## src/rtl/stream_mux_pkg.sv

```systemverilog
`default_nettype none
// ============================================================================
// Module      : stream_mux_pkg (package)
// Description : Shared types and helpers for the round-robin stream mux.
//               clog2_min1 returns a channel-index width of at least one bit.
//               chan_idx_t is a wide index type the arbiter uses for
//               wrap-around arithmetic before narrowing to SEL_W bits.
// Revision    : 1.0 - initial release
// ============================================================================
package stream_mux_pkg;

    localparam int IDX_MAX_W = 16;

    typedef logic [IDX_MAX_W-1:0] chan_idx_t;

    // Index width for n channels; never returns less than 1 so a
    // degenerate configuration still gets a legal vector width.
    function automatic int clog2_min1(input int n);
        int w;
        w = 1;
        while ((1 << w) < n) begin
            w = w + 1;
        end
        return w;
    endfunction

endpackage : stream_mux_pkg
`default_nettype wire

```

## src/rtl/stream_mux_rr_arbiter.sv

```systemverilog
`default_nettype none
// ============================================================================
// Module      : rr_arbiter
// Description : Combinational round-robin arbiter. Searches req starting at
//               ptr and moving upward, wrapping from NUM_IN-1 back to 0; the
//               first set bit wins.
// Ports       : req      in   NUM_IN  request vector
//               ptr      in   SEL_W   highest-priority channel this cycle
//               gnt      out  NUM_IN  one-hot grant (zero when no request)
//               gnt_idx  out  SEL_W   index of the granted channel
//               any_gnt  out  1       a grant was issued
// Revision    : 1.0 - initial release
// ============================================================================
module rr_arbiter
    import stream_mux_pkg::*;
#(
    parameter  int NUM_IN = 4,
    localparam int SEL_W  = clog2_min1(NUM_IN)
) (
    input  logic [NUM_IN-1:0] req,
    input  logic [SEL_W-1:0]  ptr,
    output logic [NUM_IN-1:0] gnt,
    output logic [SEL_W-1:0]  gnt_idx,
    output logic              any_gnt
);

    localparam chan_idx_t N_IDX = chan_idx_t'(NUM_IN);

    chan_idx_t cand;

    // Candidate index is computed in a wide type so ptr+k never overflows
    // before the single conditional subtract folds it back into range.
    // ptr is always < NUM_IN, so one subtract is enough even when NUM_IN
    // is not a power of two.
    always_comb begin
        gnt     = '0;
        gnt_idx = '0;
        any_gnt = 1'b0;
        cand    = '0;
        for (int k = 0; k < NUM_IN; k++) begin
            cand = chan_idx_t'(ptr) + chan_idx_t'(k);
            if (cand >= N_IDX) begin
                cand = cand - N_IDX;
            end
            if (!any_gnt && req[cand[SEL_W-1:0]]) begin
                gnt[cand[SEL_W-1:0]] = 1'b1;
                gnt_idx              = cand[SEL_W-1:0];
                any_gnt              = 1'b1;
            end
        end
    end

endmodule : rr_arbiter
`default_nettype wire

```

## src/rtl/stream_mux_rr.sv

```systemverilog
`default_nettype none
// ============================================================================
// Module      : stream_mux_rr
// Description : Parametrised N:1 valid/ready stream multiplexer with
//               round-robin arbitration and a registered output stage.
//               Reports the source channel of every output beat.
//               Optional feature macro: STREAM_MUX_FORCE_SEL_EN adds
//               force_en/force_sel to lock arbitration onto one channel.
// Ports       : clk        in   1              rising-edge clock
//               rst_n      in   1              synchronous active-low reset
//               in_valid   in   NUM_IN         per-channel beat valid
//               in_data    in   NUM_IN*DATA_W  channel i at [i*DATA_W +: DATA_W]
//               in_ready   out  NUM_IN         per-channel accept, one-hot/zero
//               out_valid  out  1              output beat valid
//               out_data   out  DATA_W         output beat
//               out_sel    out  SEL_W          source channel of out_data
//               out_ready  in   1              consumer accept
//               force_en   in   1              (macro only) restrict grants
//               force_sel  in   SEL_W          (macro only) forced channel
// Revision    : 1.0 - initial release
// ============================================================================
module stream_mux_rr
    import stream_mux_pkg::*;
#(
    parameter  int DATA_W = 8,
    parameter  int NUM_IN = 4,
    localparam int SEL_W  = clog2_min1(NUM_IN)
) (
    input  logic                     clk,
    input  logic                     rst_n,
    input  logic [NUM_IN-1:0]        in_valid,
    input  logic [NUM_IN*DATA_W-1:0] in_data,
    output logic [NUM_IN-1:0]        in_ready,
    output logic                     out_valid,
    output logic [DATA_W-1:0]        out_data,
    output logic [SEL_W-1:0]         out_sel,
`ifdef STREAM_MUX_FORCE_SEL_EN
    input  logic                     force_en,
    input  logic [SEL_W-1:0]         force_sel,
`endif
    input  logic                     out_ready
);

    logic [SEL_W-1:0]  rr_ptr;
    logic              load;
    logic [NUM_IN-1:0] req;
    logic [NUM_IN-1:0] gnt;
    logic [SEL_W-1:0]  gnt_idx;
    logic              any_gnt;
    logic              ptr_adv;
    logic [DATA_W-1:0] gnt_data;

    // Output register can take a new beat when empty or draining now.
    assign load = !out_valid || out_ready;

`ifdef STREAM_MUX_FORCE_SEL_EN
    // A force_sel outside 0..NUM_IN-1 matches no channel, so nothing is
    // granted in that case.
    for (genvar i = 0; i < NUM_IN; i++) begin : g_req_mask
        assign req[i] = in_valid[i] && (!force_en || (force_sel == SEL_W'(i)));
    end
    // Forced grants leave the fairness pointer where it was.
    assign ptr_adv = !force_en;
`else
    assign req     = in_valid;
    assign ptr_adv = 1'b1;
`endif

    rr_arbiter #(
        .NUM_IN (NUM_IN)
    ) u_arb (
        .req     (req),
        .ptr     (rr_ptr),
        .gnt     (gnt),
        .gnt_idx (gnt_idx),
        .any_gnt (any_gnt)
    );

    // in_ready depends only on in_valid, the output stage state and rr_ptr.
    // It is forced low during reset so no producer sees an acceptance there.
    assign in_ready = (rst_n && load) ? gnt : '0;

    // One-hot AND-OR select keeps the data path free of wide index math.
    always_comb begin
        gnt_data = '0;
        for (int i = 0; i < NUM_IN; i++) begin
            if (gnt[i]) begin
                gnt_data = gnt_data | in_data[i*DATA_W +: DATA_W];
            end
        end
    end

    always_ff @(posedge clk) begin
        if (!rst_n) begin
            out_valid <= 1'b0;
            out_data  <= '0;
            out_sel   <= '0;
            rr_ptr    <= '0;
        end else if (load) begin
            if (any_gnt) begin
                out_valid <= 1'b1;
                out_data  <= gnt_data;
                out_sel   <= gnt_idx;
                if (ptr_adv) begin
                    rr_ptr <= (gnt_idx == SEL_W'(NUM_IN - 1)) ? '0
                                                              : gnt_idx + SEL_W'(1);
                end
            end else begin
                out_valid <= 1'b0;
            end
        end
    end

endmodule : stream_mux_rr
`default_nettype wire
```

## config.mk

```make
export PLATFORM = sky130hd
export DESIGN_NAME = stream_mux_rr
export DESIGN_NICKNAME = d
export VERILOG_FILES = /design/src/rtl/stream_mux_pkg.sv /design/src/rtl/stream_mux_rr_arbiter.sv /design/src/rtl/stream_mux_rr.sv
export SDC_FILE = /design/constraint.sdc
export NUM_CORES = 1
export LEC_CHECK = 0
export CAP_MARGIN = 10
export CORE_ASPECT_RATIO = 0.8
export CORE_MARGIN = 5
export CORE_UTILIZATION = 41
export DETAILED_ROUTE_END_ITERATION = 8
export PLACE_DENSITY = 0.81
export SLEW_MARGIN = 20
export SYNTH_ARGS = -nofsm -noshare
export SYNTH_HDL_FRONTEND = slang
export SYNTH_SLANG_ARGS = --single-unit
```

## constraint.sdc

```tcl
create_clock -name clk -period 2.4 [get_ports clk]
set_input_delay 0.24 -clock clk [delete_from_list [all_inputs] [get_ports clk]]
set_output_delay 0.24 -clock clk [all_outputs]
set_load 0.02 [all_outputs]
```

# After elaboration in Yosys (flattened, before gate mapping)
# Index checks and enable logic that the tools add are counted.
[word_totals]
register_bits = 13
word_cells = 84
[op_classes]
n_mux = 39
n_addsub = 8
eq_ne = 1
n_reduce_logical = 14
n_bitwise = 6
magnitude_cmp = 12
[op_table]
columns = ["operator", "n"]
rows = [
  ["$mux 8", 4],
  ["$or 8x8->8", 3],
  ["$mux 4", 5],
  ["$mux 2", 9],
  ["$mux 1", 13],
  ["$lt 2x3->1 const B", 4],
  ["$or 4x4->4", 3],
  ["$ge 3x3->1 const B", 3],
  ["$bmux 1 s2", 4],
  ["$demux 1 s2", 4],
  ["$ge 2x1->1 const B", 4],
  ["$logic_and 1x1->1", 8],
  ["$sub 2x1->2 const B", 4],
  ["$add 2x2->3 const B", 2],
  ["$logic_not 1->1", 4],
  ["$add 2x1->3 const B", 1],
  ["$ge 2x3->1 const B", 1],
  ["$add 2x1->2 const B", 1],
  ["$eq 2x2->1 const B", 1],
  ["$reduce_and 2->1", 1],
  ["$logic_or 1x1->1", 1],
]

# Logic depth before layout (Yosys ltp)
# Gate-level depths: netlist of run 1.
[logic_depth]
depth_word = 21
depth_mapped = 10
depth_no_buf = 7

# Modules after synthesis
# From an unflattened synthesis of run 1, not the netlist that was laid out.
[unflattened]
hier_cells = 121
hier_area_um2 = 1076.0
[by_module_without_submodules]
columns = ["mod", "instances", "area_each_um2", "cells_per_inst"]
rows = [
  ["stream_mux_rr", 1, 654.4, 76],
  ["rr_arbiter", 1, 421.7, 45],
]

# Worst setup path before layout of run 1
# OpenSTA, ideal clock, no wires.
[synth_timing]
path_type = "register -> output"
start = "register rr_ptr[1]"
end = "output in_ready[2]"
setup_slack_ps = -335
arrival_ps = 2495
path_stages_with_launch = 11
path_cell_list = "dfxtp_1 -> buf_2 -> inv_1 -> ha_1 -> buf_2 -> or3b_1 -> a211o_1 -> o21ai_1 -> buf_2 -> a221oi_1 -> nor2_1"
[synth_via]
elab_chain_len = 15
word_cells_on_any_way = 60
[synth_rtl]
columns = ["element", "line", "rtl"]
rows = [
  ["from (decl)", "stream_mux_rr.sv:44", "logic [SEL_W-1:0] rr_ptr;"],
  ["from (signal assigned)", "stream_mux_rr.sv:105", "rr_ptr <= (gnt_idx == SEL_W'(NUM_IN - 1)) ? '0"],
  ["branches (longest 13 deep; another with $add 2x1->3)", "--", ""],
  ["$mux 4 (*)", "stream_mux_rr_arbiter.sv:45", "if (!any_gnt && req[cand[SEL_W-1:0]]) begin"],
  ["$mux 4 (*)", "stream_mux_rr.sv:81", "assign in_ready = (rst_n && load) ? gnt : '0;"],
  ["to (decl)", "stream_mux_rr.sv:33", "output logic [NUM_IN-1:0] in_ready,"],
]
# Mark *: on every way between the ends. The select of a mux whose other input is x is not followed.

==> results_dict.tcl, run 1 <==
set metrics [dict create \
    die_y_um 64.9 \
    clock_path_buffers 2 \
    cts.sinks 13 \
    cp.arrival_ns 2.18 \
    io_pins 54 \
    synth_fp_nets 247 \
    finalInstanceArea_um2 2460 \
    io_buffers 53 \
    seqCellArea_um2 268 \
    clkPwrFrac 0.093 \
    yosysSeqAreaShare 0.168 \
    die_x_um 78.7 \
    max_stage_delay_ns 0.36 \
    ant_nets 0 \
    synth_cell_type_count 44 \
    rows 20 \
    dieArea_um2 5110 \
    via_per_inst 6.34 \
    placed_cell_area_um2 2320 \
    ys_ff_latch 13 \
    crit_path_cell_trace "inv_4, ha_4, or3b_1, a211o_1, o21ai_4, a221oi_2, nor2_2, buf_6" \
    clk_pin_slew_ns 0.06 \
    p_sw_frac 0.456 \
    end_kind "output pin" \
    place.gp.congestion 0.885 \
    dp_hpwl_um 4260 \
    p_int_mw 1.23 \
    hold_viol 0 \
    final_util 0.659 \
    layout-drive-gt1-share 0.260 \
    netlist_instances 202 \
    cp.buffers_inverters 2 \
    finalSetupViolations 3 \
    antenna_found_initial 0 \
    grt_pass1_wl_um 9520 \
    hold_class "register to register" \
    route.detailed.drc 0 \
    worst_slew_pin_slew_ns 0.470 \
    cp_max_fo 6 \
    path_depth 8 \
    cts_buffers 3 \
    sequentialPowerShare 0.147 \
    cts.htree.levels 1 \
    syn_avg_cell_area_um2 7.66 \
    worst-r2r-cell-count 10 \
    yosysWarnings 0 \
    cp.required_ns 2.16 \
    fmax_mhz 413 \
    cp_slowest_cell "dfxtp_4" \
    start_kind "register" \
    vias 2034 \
    cts_tree "built" \
    async_flop_share 0 \
    finalWirelength_um 5750 \
    grt.overflow.total 0 \
    synth_ff_type "dfxtp_1" \
    p_comb_frac 0.759 \
    syn2layout_area_growth_pct 58.9 \
    drv_cap 0 \
    cts-root-buf "clkbuf_8" \
    fin_skew_ns 0.000819 \
    diodes 0 \
    outcome "complete, but fails checks" \
    violations "negative setup slack" \
    grt_pass1_vias 2009 \
    rsz0062_at_grt "yes" \
    synth_edf_count 0 \
    p_leak_nw 0.929 \
    power_switching_mw 1.03 \
    crit_family "compound AO/OA/AOI/OAI gates" \
    finalWorstSetupSlack_ns -0.0201 \
    criticalPathCategory "register to output pin" \
    wl_per_cell_um 17.9 \
    maxSlewViolCount 0 \
    nets 323 \
    power.density_nw_per_um2 920 \
    min_period_ns 2.42 \
    hold_depth 1 \
    clk_latency_ns 0.25 \
    ir_drop_mv 0.455 \
    fin_hold_ws_ns 0.497 \
    start_util 0.415 \
    fin_crit_sh 1.01 \
    syn_area_um2 1550 \
    grt_start_max_net_pins 17 \
    num-fill-cells 299 \
    coreArea_um2 3730 \
    slew-limit-headroom 0.687 \
    drt_iter0_markers 395 \
    drt_pre_antenna_iters 8 \
    multi_input_area_um2 1240 \
    grt_use_total 0.231 \
]
## stage by stage
stage / setup slack [ns] / instances / power, mW / TNS, ns
5_1_grt: -0.0926 / 321 / 2.41 / -0.331
3_3_place_gp: -0.378 / 313 / 1.86 / -1.54
3_5_place_dp: -0.440 / 313 / 1.89 / -2.31
2_1_floorplan: 0.0337 / 202 / 1.34 / 0
6_report: -0.0201 / 321 / 2.26 / -0.0492
4_1_cts: -0.0155 / 319 / 2.17 / -0.0284
## state kept, by name (all words and copies together) (netlist names), named ones only
signal / flops
out_sel: 2
rr_ptr: 1
out_valid: 1
out_data: 8
## final timing paths
check,startpoint,to,slack [ns]
min reg2reg,out_sel[0]$_SDFFE_PN0P_,out_sel[0]$_SDFFE_PN0P_,0.50
max,register,in_ready[0],-0.02
max reg2reg,rr_ptr[1]$_SDFFE_PN0P_,rr_ptr[1]$_SDFFE_PN0P_,0.11
min,out_sel[0]$_SDFFE_PN0P_,out_sel[0]$_SDFFE_PN0P_,0.50
## cell type report
cell class              count  area share
multi-input cells         164       0.505
repair buffers             90       0.334
flip-flops and latches     13       0.109
well taps                  44      0.0224
clock buffers               4      0.0183
inverters                   6      0.0112
## placed cells by master, fill, tap and decap left out, types with 4 or more instances in the layout
master / n
a21oi_2: 4
o21ai_0: 18
a221oi_1: 7
ha_1: 5
nor2_1: 5
a31oi_1: 8
clkdlybuf4s50_1: 49
buf_4: 35
dfxtp_1: 11
a22oi_1: 24
a221oi_2: 4
nand3b_1: 6
a222oi_1: 9
nor2_2: 4
nand2_1: 27
buf_6: 6
## cell usage after synthesis, types with 2 or more instances
library cell / n / area, µm²
nand3b_1: 6 / 45.0
clkbuf_1: 10 / 37.5
a21oi_2: 3 / 26.3
o21ai_0: 19 / 95.1
inv_1: 5 / 18.8
mux4_2: 3 / 67.6
dfxtp_1: 13 / 260
buf_4: 3 / 22.5
mux2_2: 2 / 22.5
o311ai_0: 2 / 17.5
a22oi_1: 24 / 180
nand2_1: 27 / 101
a221oi_1: 11 / 96.3
or2_2: 2 / 12.5
a31oi_1: 8 / 50.1
buf_2: 5 / 25.0
o21a_1: 2 / 15.0
mux2i_1: 3 / 30.0
nor2_1: 9 / 33.8
nor2b_1: 2 / 12.5
ha_1: 6 / 75.1
a211oi_1: 3 / 22.5
a222oi_1: 9 / 90.1
a21oi_1: 5 / 25.0
## what timing repair did
item,CTS,global route
gates resized for setup,31,7
pin swaps,3,10
buffers inserted,2,2
setup endpoints to repair,5,12
hold buffers,0,0
## per-layer routing
metal  wire length [µm]  track usage
met1               2340        0.288
met2               2720        0.394
met4                 59       0.0633
met5                  0            0
met3                624       0.0583
## power groups by stage
stage / Sequential, mW / Clock [mW] / Combinational, mW
floorplan: 0.403 / 0 / 0.939
global placement: 0.330 / 0 / 1.53
detailed placement: 0.333 / 0 / 1.56
CTS: 0.332 / 0.216 / 1.62
global route: 0.344 / 0.230 / 1.84
finish: 0.333 / 0.211 / 1.72
## kinds of logic (layout without fill, tap and decap cells)
group,count (synthesis),count (layout),share of synthesized area
AOI/OAI and AO/OA,96,96,0.460
adders and majority gates,6,6,0.0485
buffers and inverters,25,100,0.0769
DFF,13,13,0.168
muxes,8,8,0.0777
and+or+nand+nor,54,54,0.169
No activity file was read; power rests on OpenSTA's default activity.
==> inputs of run 2 (changes only) <==
- GPL_ROUTABILITY_DRIVEN: default -> 0
- PLACE_DENSITY: 0.81 -> default
- PLACE_DENSITY_LB_ADDON: default -> 0.1
==> results_dict.tcl, run 2 (same netlist as run 1, synthesis figures left out) <==
set metrics [dict create \
    outcome "complete, but fails checks" \
    violations "negative setup slack" \
    fin_crit_sh 1.01 \
    clock_path_buffers 2 \
    dieArea_um2 5110 \
    p_comb_frac 0.768 \
    p_sw_frac 0.444 \
    p_leak_nw 0.965 \
    seqCellArea_um2 268 \
    power_mw 2.35 \
    vias 2045 \
    endpoint "in_ready[1]" \
    clk_latency_ns 0.25 \
    cp.required_ns 2.16 \
    io_buffers 53 \
    fin_hold_ws_ns 0.498 \
    cts.sinks 13 \
    dp_hpwl_um 4230 \
    r2r_slack_ns 0.07 \
    path_depth 8 \
    ir_drop_mv 0.573 \
    crit_path_cell_trace "inv_4, ha_4, or3b_1, a211o_1, o21ai_4, a221oi_2, nor2_2, buf_6" \
    cts_tree "built" \
    die_y_um 64.9 \
    cp.buffers_inverters 2 \
    cts.htree.levels 1 \
    maxSlewViolCount 0 \
    num-fill-cells 319 \
    start_kind "register" \
    grt_use_total 0.231 \
    cts_buffers 3 \
    wl_per_cell_um 17.8 \
    layout_commonest_cell "clkdlybuf4s50_1" \
    layout-drive-gt1-share 0.287 \
    grt_start_max_net_pins 19 \
    hold_class "register to register" \
    antenna_found_initial 0 \
    largest_reg_flops 8 \
    clk_pin_slew_ns 0.07 \
    p_int_mw 1.30 \
    cp_max_fo 5 \
    grt.overflow.total 0 \
    crit_family "compound AO/OA/AOI/OAI gates" \
    hold_viol 0 \
    regToRegEndpoint "rr_ptr[1]$_SDFFE_PN0P_" \
    sequentialPowerShare 0.143 \
    placed_cell_area_um2 2350 \
    ant_nets 0 \
    grt_pass1_wl_um 9570 \
    final_util 0.677 \
    min_period_ns 2.43 \
    start_util 0.415 \
    cp.arrival_ns 2.19 \
    power.density_nw_per_um2 931 \
    nets 328 \
    slew-limit-headroom 0.635 \
    worst_slew_pin_slew_ns 0.545 \
    coreArea_um2 3730 \
    via_per_inst 6.27 \
    worst-r2r-cell-count 10 \
    layout_common_cells "clkdlybuf4s50_1, buf_4, nand2_1, a22oi_1, o21ai_0" \
    post-place-cells 318 \
    finalNonFillerCells 326 \
    drt_pre_antenna_iters 7 \
    rows 20 \
    io_pins 54 \
    clkPwrFrac 0.089 \
    die_x_um 78.7 \
    drt_iter0_markers 250 \
    top_regs "out_data (8), out_sel (2)" \
    cts_hold_buf 0 \
    fin_skew_ns 0.00861 \
    finalSetupViolations 1 \
    finalInstanceArea_um2 2520 \
    criticalPathCategory "register to output pin" \
    cp_slowest_cell "dfxtp_4" \
    grt_pass1_vias 2026 \
    largest_register "out_data" \
    power_switching_mw 1.04 \
    syn2layout_area_growth_pct 63.1 \
    drv_cap 0 \
    finalWirelength_um 5810 \
    cts-root-buf "clkbuf_8" \
    diodes 0 \
    end_kind "output pin" \
    rsz0062_at_grt "yes" \
    finalWorstSetupSlack_ns -0.0343 \
    fmax_mhz 411 \
    route.detailed.drc 0 \
    max_stage_delay_ns 0.38 \
    multi_input_area_um2 1250 \
]
==> run 2: metal layers <==
metal  vias up  global-route usage  wire [µm]
li1        972                   -          -
met2       103               0.365       2640
met3        18              0.0486        468
met1       952               0.317       2600
met5         -                   0          0
met4         0              0.0655         99
==> run 2: worst min-delay path by stage <==
stage                                        from                 endpoint  slack, ns  depth (start not counted)
after CTS                 out_sel[0]$_SDFFE_PN0P_  out_sel[0]$_SDFFE_PN0P_       0.50                          1
after global placement    out_sel[0]$_SDFFE_PN0P_  out_sel[0]$_SDFFE_PN0P_       0.49                          1
after detailed placement  out_sel[0]$_SDFFE_PN0P_  out_sel[0]$_SDFFE_PN0P_       0.49                          1
final                     out_sel[0]$_SDFFE_PN0P_  out_sel[0]$_SDFFE_PN0P_       0.50                          1
after floorplan                             rst_n                 register       0.38                          2
after global routing      out_sel[0]$_SDFFE_PN0P_  out_sel[0]$_SDFFE_PN0P_       0.52                          1
==> run 2: stage by stage <==
step                setup WS (ns)  setup TNS, ns
finish                    -0.0343        -0.0343
global route               -0.119         -0.339
CTS                       -0.0103        -0.0103
detailed placement         -0.457          -2.05
global placement           -0.407          -2.01
floorplan                  0.0337              0
==> run 2: final cells by class <==
class | instances | share of cell area
sequential | 13 | 0.106
timing repair buffer | 95 | 0.346
multi-input combinational | 164 | 0.498
inverter | 6 | 0.0109
clock buffer | 4 | 0.0179
tap | 44 | 0.0218
==> run 2: power groups by stage <==
stage	Clock, mW	Sequential (mW)	Combinational (mW)
2_1_floorplan	0	0.403	0.939
6_report	0.209	0.335	1.80
3_3_place_gp	0	0.330	1.60
3_5_place_dp	0	0.331	1.61
4_1_cts	0.213	0.331	1.69
5_1_grt	0.224	0.344	1.95
==> run 2: repair_timing <==
action | in CTS | in global routing
resized for setup | 32 | 12
pin swaps | 5 | 6
setup endpoints to repair | 5 | 7
buffers inserted | 2 | 3
==> edit, RTL diff (settings of run 1) <==
The option `STREAM_MUX_FORCE_SEL_EN` is turned on by a define.
--- a/src/rtl/stream_mux_rr.sv
+++ b/src/rtl/stream_mux_rr.sv
@@ -19,6 +19,8 @@
 //               force_sel  in   SEL_W          (macro only) forced channel
 // Revision    : 1.0 - initial release
 // ============================================================================
+`define STREAM_MUX_FORCE_SEL_EN
+
 module stream_mux_rr
     import stream_mux_pkg::*;
 #(
Interface: changed (added force_en and force_sel); port bits go from 54 to 57. No check against the original RTL was run, so the function may have changed too.
==> edit against run 1 <==
Highest routed layer unchanged. Worst setup slack lost 0.0065 ns. Design area shrank 6.5%. Cell count shrank 10%. Clock skew grew 0.0036 ns. The flow still finishes with violations (setup timing). Register-to-register slack lost 0.02 ns. Critical path type unchanged. Synthesized cell count shrank 23%. Synthesized area shrank 14%. Wire length grew 0.30%. Largest cell class unchanged. Critical endpoint unchanged. Non-clock buffer count grew 1. Core utilization grew 8.6 points. Power is essentially flat. Sequential cell count is the same. Largest power group unchanged.
==> edit: results (changes against run 1) <==
vias: 1758  # -14%
fin_cells: 288  # -10%
netlist-cell-type-count: 42  # -4.5%
post-place-ws_ns: -0.7133  # -0.2731 ns
worst_setup_path_start_kind: "flop"
worstHoldStart: "force_en"
finalWirelength_microns: 5763  # +0.30%
p_leak_nw: 0.9511  # +2.4%
place_hpwl_microns: 4134  # -3.0%
grtUsageTotal_pct: 24.42  # +1.3 points
ys_top_cells_by_area: "dfxtp_1 20%, o21ai_0 7.6%, mux4_2 6.8%"
slowest_stage: "mux4_2"
gp_congestion: 0.8879  # +0.37%
synthesis.instances: 156  # -23%
rrSetupSlack_ns: 0.09  # -0.02 ns
clockBufferDepth: 2  # unchanged
failed_checks: "setup timing"
crit_fanout: 6  # unchanged
antennaDiodeCount: 0  # unchanged
finalSetupViolCount: 2  # -1
nets: 298  # -7.7%
dr.pass1.iters: 5  # -3
dp_cells: 278  # -11%
syn-num-nets: 205  # -17%
worst_slack_ns: -0.02652  # -0.006453 ns
yosys-top-cells-count: "20 x o21ai_0, 18 x nand2_1, 13 x dfxtp_1"
vdd_drop_max_uv: 676.4  # +49%
synth.largest_area_cell: "dfxtp_1"
holdPathEnd: "rr_ptr[1]$_SDFFE_PN0P_"
grt_pass1_wl_microns: 8390  # -12%
hold_path_depth: 4  # +3
cts_root_buf: "clkbuf_8"
worstPathArrival_ns: 2.19
cp_top_family: "multiplexers"
slew_headroom_pct: 72.31  # +3.6 points
cts_made_buffers: 3  # unchanged
status: "complete, but fails checks"
synthDominantCellAreaShare_pct: 19.68  # +2.8 points
final.fill_count: 197  # -34%
yosysSeqAreaShare_pct: 19.68  # +2.8 points
drt-initial-drc-count: 163  # -59%
fin_tns_setup_ns: -0.02919  # +0.02006 ns
drive_above_1_share_pct: 31.05  # +5.1 points
port_buffers: 56  # +5.7%
post_dp_cell_area_sq_um: 2131  # -8.0%
post-route-util_pct: 74.49  # +8.6 points
clock_skew_ns: 0.004387  # +0.003568 ns
hp-class: "in2reg"
whs_ns: 0.4773  # -0.01965 ns
max_stage_delay_ns: 0.58  # +0.22 ns
edit: cell count changes in the layout (fill, tap and decap cells not counted), moves of 4 or more:
| cell | before | now |
|---|---|---|
| nand3b_1 | 6 | 0 |
| a41oi_1 | 0 | 8 |
| nand3_1 | 0 | 4 |
| a222oi_1 | 9 | 0 |
| a31oi_1 | 8 | 1 |
| nand2_1 | 27 | 18 |
| o211ai_1 | 0 | 4 |
| a221oi_1 | 7 | 0 |
| a22oi_1 | 24 | 8 |
| a221oi_2 | 4 | 0 |
| inv_1 | 3 | 7 |
edit: area by class of cell:
type | instances | share of cell area [%]
Multi-Input combinational cell | 131 | 47.20
Timing Repair Buffer | 91 | 35.55
Sequential cell | 13 | 11.49
Tap cell | 40 | 2.177
Clock buffer | 3 | 1.796
Inverter | 9 | 1.579
Clock inverter | 1 | 0.2177
edit: repair_timing:
action	4_1_cts	5_1_grt
gates resized for setup	29	24
pin swaps	6	12
hold buffers	0	0
buffers inserted	5	2
endpoints found under the setup margin	9	4
edit: cell families (layout without fill, tap and decap cells):
logic type,Yosys count,count (layout),share of synthesized area (%)
xor+xnor,1,1,0.6624
fa+ha+maj,7,7,6.622
mux,5,5,7.569
compound gates,68,68,42.10
simple gates,50,50,19.30
flops,13,13,19.68
buf+inv,12,104,4.067
edit: layer usage:
| layer | vias to the layer above | routed length [microns] | track usage [%] |
|---|---|---|---|
| met5 | - | 0 | 0 |
| met4 | 0 | 192 | 9.302 |
| met3 | 24 | 463 | 6.126 |
| met2 | 100 | 2866 | 41.04 |
| met1 | 839 | 2240 | 30.32 |
| li1 | 795 | - | - |
edit: power by group:
part	leakage [nW]	total (mW)	switching (mW)	internal, mW
registers	0.108	0.350	0.0476	0.303
logic	0.817	1.70	0.884	0.818
clock network	0.0255	0.208	0.0929	0.115
total	0.951	2.26	1.02	1.24
